File: config.mk
export PLATFORM = sky130hd
export DESIGN_NAME = delta_sigma_mod
export DESIGN_NICKNAME = d
export VERILOG_FILES = /design/src/rtl/dsm_pkg.sv /design/src/rtl/dsm_sat_integrator.sv /design/src/rtl/delta_sigma_mod.sv
export SDC_FILE = /design/constraint.sdc
export NUM_CORES = 1
export LEC_CHECK = 0
export ABC_AREA = 1
export CORE_ASPECT_RATIO = 0.9
export CORE_MARGIN = 4
export CORE_UTILIZATION = 50
export DETAILED_ROUTE_END_ITERATION = 10
export GPL_TIMING_DRIVEN = 0
export PLACE_DENSITY = 0.67
export SETUP_SLACK_MARGIN = 0.02
export SYNTH_ARGS = -nofsm -noshare
export SYNTH_HDL_FRONTEND = slang
export SYNTH_HIERARCHICAL = 1
export SYNTH_SLANG_ARGS = --single-unit
File: constraint.sdc
create_clock -name clock -period 5.55 [get_ports clock]
set_input_delay 1.11 -clock clock [delete_from_list [all_inputs] [get_ports clock]]
set_output_delay 1.11 -clock clock [all_outputs]
set_load 0.03 [all_outputs]
File: src/rtl/dsm_pkg.sv
// Shared constants and helpers for the delta-sigma modulator.
//
// Contents:
//   DefWidth          default sample width
//   Int1WidthOfs/...  integrator widths and clamp exponents, relative to WIDTH
//   LfsrSeed/LfsrTaps dither LFSR constants (used only when DSM_DITHER_EN is defined)
//   sat_signed()      symmetric signed clamp to +/-2^lim_exp
package dsm_pkg;

  localparam int unsigned DefWidth = 20;

  // int1 is WIDTH+3 bits and clamps at +/-2^(WIDTH+1).
  // int2 is WIDTH+5 bits and clamps at +/-2^(WIDTH+3).
  localparam int unsigned Int1WidthOfs = 3;
  localparam int unsigned Int2WidthOfs = 5;
  localparam int unsigned Int1LimOfs   = 1;
  localparam int unsigned Int2LimOfs   = 3;

  // Fibonacci LFSR, taps 16,14,13,11: shifts right, feedback from bits 0,2,3,5.
  localparam logic [15:0] LfsrSeed = 16'hACE1;
  localparam logic [15:0] LfsrTaps = 16'h002D;

  // Works on 64-bit values, so integrator widths must stay below 63 bits.
  function automatic longint sat_signed(input longint v, input int unsigned lim_exp);
    longint lim;
    longint res;
    lim = 64'sd1 <<< lim_exp;
    if (v > lim) begin
      res = lim;
    end else if (v < -lim) begin
      res = -lim;
    end else begin
      res = v;
    end
    return res;
  endfunction

endpackage

File: src/rtl/dsm_sat_integrator.sv
// Saturating signed integrator: acc <= clamp(acc + in, +/-2^LimExp).
//
// Ports:
//   clock  rising-edge clock
//   reset  synchronous active-high clear of the accumulator
//   i_in   signed increment, InW bits (InW <= AccW+2)
//   o_sat  clamped next value (combinational), used by downstream stages
//   o_acc  registered accumulator value
module dsm_sat_integrator
  import dsm_pkg::*;
#(
  parameter int unsigned AccW   = 23,
  parameter int unsigned InW    = 22,
  parameter int unsigned LimExp = 21
) (
  input  logic                   clock,
  input  logic                   reset,
  input  logic signed [InW-1:0]  i_in,
  output logic signed [AccW-1:0] o_sat,
  output logic signed [AccW-1:0] o_acc
);

  // Two guard bits so the raw sum can never wrap before it is clamped.
  localparam int unsigned SumW = AccW + 2;

  logic signed [AccW-1:0] r_acc;
  logic signed [SumW-1:0] w_sum;

  always_comb begin
    w_sum = SumW'(r_acc) + SumW'(i_in);
    o_sat = AccW'(sat_signed(longint'(w_sum), LimExp));
  end

  always_ff @(posedge clock) begin
    if (reset) begin
      r_acc <= '0;
    end else begin
      r_acc <= o_sat;
    end
  end

  assign o_acc = r_acc;

endmodule

File: src/rtl/delta_sigma_mod.sv
// Digital delta-sigma modulator: WIDTH-bit unsigned sample to 1-bit pulse-density stream.
// Mean density of pwm is vin/2^WIDTH. ORDER selects first-order accumulator (1) or
// second-order CIFB loop with saturating integrators (2).
//
// Ports:
//   clock  rising-edge system clock
//   reset  synchronous active-high, clears all state
//   vin    unsigned input sample, may change every cycle
//   pwm    registered pulse-density output (2-cycle latency from vin)
//
// Optional feature: define DSM_DITHER_EN to add a 16-bit LFSR that dithers the
// modulator input by +/-1 LSB (ORDER=2) or +0/+1 LSB saturating (ORDER=1).
module delta_sigma_mod
  import dsm_pkg::*;
#(
  parameter int unsigned WIDTH = DefWidth,
  parameter int unsigned ORDER = 2
) (
  input  logic             clock,
  input  logic             reset,
  input  logic [WIDTH-1:0] vin,
  output logic             pwm
);

  logic [WIDTH-1:0] r_vin;
  logic             r_pwm;
  logic             w_pwm_d;

  always_ff @(posedge clock) begin
    if (reset) begin
      r_vin <= '0;
      r_pwm <= 1'b0;
    end else begin
      r_vin <= vin;
      r_pwm <= w_pwm_d;
    end
  end

  assign pwm = r_pwm;

`ifdef DSM_DITHER_EN
  logic [15:0] r_lfsr;
  logic        w_dither;

  always_ff @(posedge clock) begin
    if (reset) begin
      r_lfsr <= LfsrSeed;
    end else begin
      r_lfsr <= {^(r_lfsr & LfsrTaps), r_lfsr[15:1]};
    end
  end

  assign w_dither = r_lfsr[0];
`endif

  if (ORDER == 1) begin : g_order1
    logic [WIDTH-1:0] r_acc;
    logic [WIDTH-1:0] w_in;
    logic [WIDTH:0]   w_sum;
`ifdef DSM_DITHER_EN
    logic [WIDTH:0]   w_in_ext;
`endif

    always_comb begin
`ifdef DSM_DITHER_EN
      w_in_ext = {1'b0, r_vin} + {{WIDTH{1'b0}}, w_dither};
      // Clamp at full scale rather than wrapping to zero.
      w_in     = w_in_ext[WIDTH] ? '1 : w_in_ext[WIDTH-1:0];
`else
      w_in     = r_vin;
`endif
      // Carry out of the wrapping accumulator is the output bit.
      w_sum    = {1'b0, r_acc} + {1'b0, w_in};
      w_pwm_d  = w_sum[WIDTH];
    end

    always_ff @(posedge clock) begin
      if (reset) begin
        r_acc <= '0;
      end else begin
        r_acc <= w_sum[WIDTH-1:0];
      end
    end
  end else if (ORDER == 2) begin : g_order2
    localparam int unsigned Int1W = WIDTH + Int1WidthOfs;
    localparam int unsigned Int2W = WIDTH + Int2WidthOfs;
    // x - fb (+dither) spans about +/-2^WIDTH; sat(i1n) - fb stays inside Int1W+1 bits.
    localparam int unsigned In1W  = WIDTH + 2;
    localparam int unsigned In2W  = Int1W + 1;
    localparam logic signed [In1W-1:0] Half = In1W'(64'd1 << (WIDTH - 1));

    logic signed [In1W-1:0]  w_x;
    logic signed [In1W-1:0]  w_fb;
    logic signed [In1W-1:0]  w_term1;
    logic signed [In2W-1:0]  w_term2;
    logic signed [Int1W-1:0] w_i1_sat;
    logic signed [Int1W-1:0] w_i1_acc;
    logic signed [Int2W-1:0] w_i2_sat;
    logic signed [Int2W-1:0] w_i2_acc;

    always_comb begin
      // Re-centre the unsigned sample around zero.
      w_x     = $signed({2'b00, r_vin}) - Half;
      w_fb    = r_pwm ? Half : -Half;
`ifdef DSM_DITHER_EN
      w_term1 = w_x + (w_dither ? In1W'(1) : '1) - w_fb;
`else
      w_term1 = w_x - w_fb;
`endif
      w_term2 = In2W'(w_i1_sat) - In2W'(w_fb);
      w_pwm_d = ~w_i2_sat[Int2W-1];
    end

    dsm_sat_integrator #(
      .AccW   (Int1W),
      .InW    (In1W),
      .LimExp (WIDTH + Int1LimOfs)
    ) u_int1 (
      .clock (clock),
      .reset (reset),
      .i_in  (w_term1),
      .o_sat (w_i1_sat),
      .o_acc (w_i1_acc)
    );

    dsm_sat_integrator #(
      .AccW   (Int2W),
      .InW    (In2W),
      .LimExp (WIDTH + Int2LimOfs)
    ) u_int2 (
      .clock (clock),
      .reset (reset),
      .i_in  (w_term2),
      .o_sat (w_i2_sat),
      .o_acc (w_i2_acc)
    );
  end else begin : g_bad_order
    $error("delta_sigma_mod: ORDER must be 1 or 2");
  end

endmodule

==> summary.txt, run 1 <==
Run status
  • Status: finished clean

Layout
  • Area grow syn2layout: 15.5%
  • Antenna diodes: 0
  • Final non-filler cell total: 1,310
  • Nets: 1,223
  • Layout cells sized above 1: 0.143

Clock tree
  • Number of CTS-inserted buffers: 9
  • CTS tree: yes
  • Clock tree root buffer cell: clkbuf_16
  • H-tree depth: 3
  • Reg clk slew, reported paths: 50 ps
  • CTS Sinks: 69
  • Hold Buf Count CTS: 0
  • CTS Buffer Depth: 2
  • Clk_lat worst skew: 340 ps

Setup path
  • R2r endpoint: g_order2.u_int2/o_acc[19]
  • R2R Path Start: r_vin[19]
  • Critical path class: reg -> reg
  • Required time of the critical path: 5750 ps
  • Crit end category: register
  • R2R depth: 35
  • FF-to-FF setup slack: 340 ps
  • Max FO, Critical Path: 10
  • Startpoint Class: register
  • Arrival @ worst endpoint: 5420 ps
  • Crit path top cell by count: nand2_1
  • Crit path launch: r_vin[19]
  • Largest stage delay, worst path: 390 ps
  • Critical Path Slowest Stage Cell: ha_1

Timing
  • Fin. Hold Viols: 0
  • Relative slew slack: 0.504
  • Maximum clock frequency: 0.192 GHz
  • Minimum clock period: 5210 ps
  • Final Cycle Share: 0.939
  • Max-slew violation count: 0
  • Clk_skew: 10.5 ps
  • Slew @ Worst Pin: 744 ps
  • Setup violations, final: 0

Die
  • DIE AREA: 14,700 µm²
  • Boundary pin count: 23
  • Die Wd: 127 µm
  • Initial Utilization: 0.521
  • Chip height: 116 µm
  • Core Area: 12,300 µm²
  • Site Rows: 38

Global routing
  • Global Route Usage Sum: 0.232
  • First-pass GRT wire length: 27,300 µm
  • Grt total ovfl: 0
  • Largest net degree at the start of global routing: 12
  • Vias in the first global route: 5,750
  • Initial antenna violation count: 0

Placed design
  • Hpwl dp: 13,400 µm
  • Placed Cells: 1,282
  • Port Buffers: 22
  • Global placer's final weighted congestion: 0.933

Route
  • 1st-iter DRT viols: 477
  • Avg Vias per Cell: 4.84
  • DR vias: 6,339
  • DR WL/cell: 12.7 µm
  • Detailed Route WL: 16,600 µm
  • Drt first pass iters: 5
  • Post-route ant nets: 0
  • DRC Markers: 0

Logic synthesis
  • Post-Syn Instances: 1,100
  • Netlist Area Pre-Place: 6420 µm²
  • Post-synthesis average cell area: 5.84 µm²
  • Synth Warn #: 6
  • Synthesized Nets: 1,178

Min path
  • Hold wc startpoint: g_order2.u_int1/o_acc[0]
  • Worst hold path type: reg -> reg
  • Hold Path Stages: 5
  • Hold endpoint: g_order2.u_int1/o_acc[0]

Run
  • Max-cap viol count: 0
==> through the flow <==
stage	cell area [µm²]	setup TNS, ps	hold WS [ps]	setup slack [ps]	util
floorplan	6420	0	658	675	-
global placement	6840	-3930	697	-197	0.556
detailed placement	6840	-4780	696	-242	0.556
CTS	7160	0	713	24.8	0.581
global route	7420	-1800	797	-103	0.602
finish	7420	0	726	339	0.602
==> registers in the layout (all words and copies together), names as in the netlist <==
name                   count
g_order2.u_int1/o_acc     23
pwm                        1
g_order2.u_int2/o_acc     25
r_vin                     20
==> layout by cell type, fill, tap and decap left out, types with 7 or more instances in the layout <==
master / count
nand2_1: 356
inv_1: 220
nor2_1: 116
dfxtp_1: 67
nand2_2: 56
nand3_1: 50
ha_1: 46
a21oi_1: 41
nor2_2: 41
clkdlybuf4s50_1: 22
nand4_1: 13
buf_4: 12
nand3b_1: 10
clkbuf_16: 9
xor2_1: 7
clkbuf_1: 7
ha_4: 7
==> timing repair <==
action | CTS | global route
setup endpoints to repair | 23 | 25
pin swaps | 1 | 10
setup buffers | 1 | 11
gates resized for setup | 6 | 35
==> area by class of cell <==
| class | instances | area, µm² |
|---|---|---|
| clock buffer | 12 | 246 |
| tap | 160 | 200 |
| timing repair buffer | 34 | 310 |
| inverter | 223 | 837 |
| fill | 1244 | 4900 |
| clock inverter | 4 | 47.5 |
| sequential | 69 | 1380 |
| multi-input combinational | 794 | 4270 |
| buffer | 14 | 119 |
==> metal layers <==
layer	part of all wire	routed length (µm)	vias up	global-route usage
li1	-	-	3404	-
met1	0.50	8310	2746	0.342
met2	0.42	6980	172	0.345
met3	0.067	1110	17	0.0484
met4	0.012	195	0	0.0579
met5	0	0	-	0
==> how the worst max path moves through the flow <==
stage / endpoint / depth (start not counted)
finish: g_order2.u_int2/o_acc[19] / 35
global route: g_order2.u_int2/o_acc[21] / 38
CTS: g_order2.u_int2/o_acc[22] / 36
detailed placement: g_order2.u_int2/o_acc[22] / 36
global placement: g_order2.u_int2/o_acc[19] / 36
floorplan: g_order2.u_int2/o_acc[3] / 37
==> critical path, delay by kind of cell (launching register included) <==
family	cells	cell delay, ps
and+or+nand+nor	17	1580
xor gates and xnor gates	2	400
adders and majority gates	4	1210
AOI/OAI and AO/OA	4	730
DFF	1	370
buffers and inverters	8	780
Power of run 1 is not shown: default switching activity piles up to over one toggle a cycle in this logic, so the estimate is an artifact.
==> inputs of run 2 (changes only) <==
--- a/config.mk
+++ b/config.mk
@@ -5,13 +5,13 @@
 export SDC_FILE = /design/constraint.sdc
 export NUM_CORES = 1
 export LEC_CHECK = 0
-export ABC_AREA = 1
 export CORE_ASPECT_RATIO = 0.9
 export CORE_MARGIN = 4
 export CORE_UTILIZATION = 50
+export CTS_CLUSTER_SIZE = 12
 export DETAILED_ROUTE_END_ITERATION = 10
 export GPL_TIMING_DRIVEN = 0
-export PLACE_DENSITY = 0.67
+export PLACE_DENSITY = 0.68
 export SETUP_SLACK_MARGIN = 0.02
 export SYNTH_ARGS = -nofsm -noshare
 export SYNTH_HDL_FRONTEND = slang
==> summary.txt, run 2 <==
Die
  • Chip height: 107 µm
  • Boundary pin count: 23
  • Core Area: 10,400 µm²
  • Site Rows: 35
  • DIE AREA: 12,600 µm²
  • Die Wd: 118 µm
  • Initial Utilization: 0.520

Layout
  • Antenna diodes: 0
  • Max reg flops: 25
  • Nets: 780
  • Area grow syn2layout: 26.1%
  • Most common cell after layout, fill and taps aside: dfxtp_1
  • Design area: 6830 µm²
  • Layout cells sized above 1: 0.291
  • Most frequent cells in the layout: dfxtp_1, nand2_1, nor2_1, ha_1, a21oi_1
  • Final design utilization: 0.656

Setup path
  • Required time of the critical path: 5800 ps
  • Setup crit end: g_order2.u_int2/o_acc[11]
  • Startpoint Class: register
  • Largest stage delay, worst path: 420 ps
  • Crit path launch: g_order2.u_int1/o_acc[5]
  • Crit path top cell by count: buf_4
  • R2R depth: 23
  • Worst path depth: 23
  • FF-to-FF setup slack: 180 ps
  • Critical path class: reg -> reg
  • CP top delay family: compound AO/OA/AOI/OAI gates
  • Crit-path cells: ha_1, clkbuf_4, and3_4, a21oi_2, o211ai_1, buf_4, a21boi_4, o21a_4, o21a_1, mux2i_4, buf_4, a21boi_2, buf_4, nor2_1, ha_1, o211ai_2, o21ai_2, nand4_2, a31oi_4, a32oi_4, a211o_4, buf_8, a211oi_2
  • Arrival @ worst endpoint: 5620 ps
  • Critical Path Slowest Stage Cell: ha_1
  • R2r endpoint: g_order2.u_int2/o_acc[11]
  • Buf/Inv on CP: 5
  • Crit end category: register
  • Max FO, Critical Path: 10
  • R2R Path Start: g_order2.u_int1/o_acc[5]

Timing
  • Clk_skew: 6.19 ps
  • Fin. Hold Viols: 0
  • Relative slew slack: 0.444
  • Maximum clock frequency: 0.186 GHz
  • Setup violations, final: 0
  • Final Cycle Share: 0.968
  • Slew @ Worst Pin: 834 ps
  • Post-Route Setup TNS: 0 ps
  • Hold slack: 647 ps
  • Max-slew violation count: 0
  • Minimum clock period: 5370 ps

Clock tree
  • H-tree depth: 3
  • CTS Sinks: 69
  • Hold Buf Count CTS: 0
  • Number of CTS-inserted buffers: 9
  • Clock tree root buffer cell: clkbuf_16
  • Reg clk slew, reported paths: 60 ps
  • CTS Buffer Depth: 2
  • CTS tree: yes
  • Clk_lat worst skew: 340 ps

Pwr
  • Pleak: 0.00267 µW
  • Pint: 2200 µW
  • Clock power frac: 0.169
  • Combinational cell fraction of total power: 0.675
  • Power per cell area: 584 nW/µm²
  • Sw power: 1800 µW
  • Overall power: 3990 µW
  • Largest vdd supply drop: 0.000515 V
  • Sw frac: 0.450
  • Sequential Power Share: 0.156

Placed design
  • Area post-placement: 5800 µm²
  • Port Buffers: 22
  • Global placer's final weighted congestion: 0.955
  • Hpwl dp: 10,900 µm

Logic synthesis
  • Post-synthesis average cell area: 8.43 µm²
  • Synthesized Nets: 721
  • Netlist Area Pre-Place: 5420 µm²
  • Synth Warn #: 6
  • Post-Syn Instances: 643

Run status
  • Status: finished clean

Global routing
  • Largest net degree at the start of global routing: 13
  • Vias in the first global route: 4,851
  • First-pass GRT wire length: 23,700 µm
  • Global Route Usage Sum: 0.233
  • Grt total ovfl: 0
  • Initial antenna violation count: 0

Route
  • Drt first pass iters: 5
  • DR WL/cell: 17.7 µm
  • Detailed Route WL: 14,800 µm
  • Post-route ant nets: 0
  • Avg Vias per Cell: 6.08
  • DRC Markers: 0
  • DR vias: 5,084
  • 1st-iter DRT viols: 291

Min path
  • Worst hold path type: reg -> reg

Run
  • Max-cap viol count: 0
==> run 2: worst min-delay path by stage <==
stage                              from                       end  slack [ps]  depth (start not counted)
5_1_grt        g_order2.u_int1/o_acc[0]  g_order2.u_int1/o_acc[0]         690                          2
3_3_place_gp   g_order2.u_int2/o_acc[0]  g_order2.u_int2/o_acc[0]         610                          3
4_1_cts        g_order2.u_int2/o_acc[0]  g_order2.u_int2/o_acc[0]         630                          3
2_1_floorplan  g_order2.u_int1/o_acc[0]  g_order2.u_int1/o_acc[0]         560                          2
6_report       g_order2.u_int1/o_acc[0]  g_order2.u_int1/o_acc[0]         650                          2
3_5_place_dp   g_order2.u_int2/o_acc[0]  g_order2.u_int2/o_acc[0]         590                          3
==> run 2: power groups by stage <==
stage          logic, µW  clock network, µW  registers [µW]
5_1_grt             2910                709             631
3_5_place_dp        2020                  0             628
2_1_floorplan       1580                  0             624
3_3_place_gp        1980                  0             624
4_1_cts             2310                680             622
6_report            2690                675             623
==> run 2: per-stage QoR <==
| stage | setup slack (ps) | cells |
|---|---|---|
| 3_3_place_gp | -614 | 794 |
| 4_1_cts | 33.7 | 823 |
| 5_1_grt | -37.4 | 836 |
| 3_5_place_dp | -743 | 794 |
| 6_report | 178 | 836 |
| 2_1_floorplan | 56.1 | 643 |
==> run 2: repair_timing <==
action                     in CTS  in global routing
gates resized for setup        36                 72
setup endpoints to repair      24                 24
pin swaps                      14                 34
cloned                          0                  0
setup buffers                  13                 14
==> run 2: area by class of cell <==
class | count | area [µm²]
inverter | 13 | 48.8
sequential | 69 | 1390
tap | 129 | 161
multi-input combinational | 529 | 4240
buffer | 31 | 226
clock buffer | 10 | 239
clock inverter | 6 | 110
timing repair buffer | 49 | 423
fill | 860 | 3590
==> run 2: metal layers <==
layer	share of wire	track usage	vias up
met5	0	0	-
met4	0.025	0.0870	0
met3	0.055	0.0533	34
met2	0.45	0.368	154
met1	0.47	0.312	2426
li1	-	-	2470
==> run 2: worst reg2reg max path, delay by kind of cell, from the launching register on <==
kind,cells,cell delay (ps)
adders and majority gates,2,690
and+or+nand+nor,3,510
buffers and inverters,5,960
AOI/OAI and AO/OA,12,2660
DFF,1,310
muxes,1,180
(Power assumes the default switching activity.)
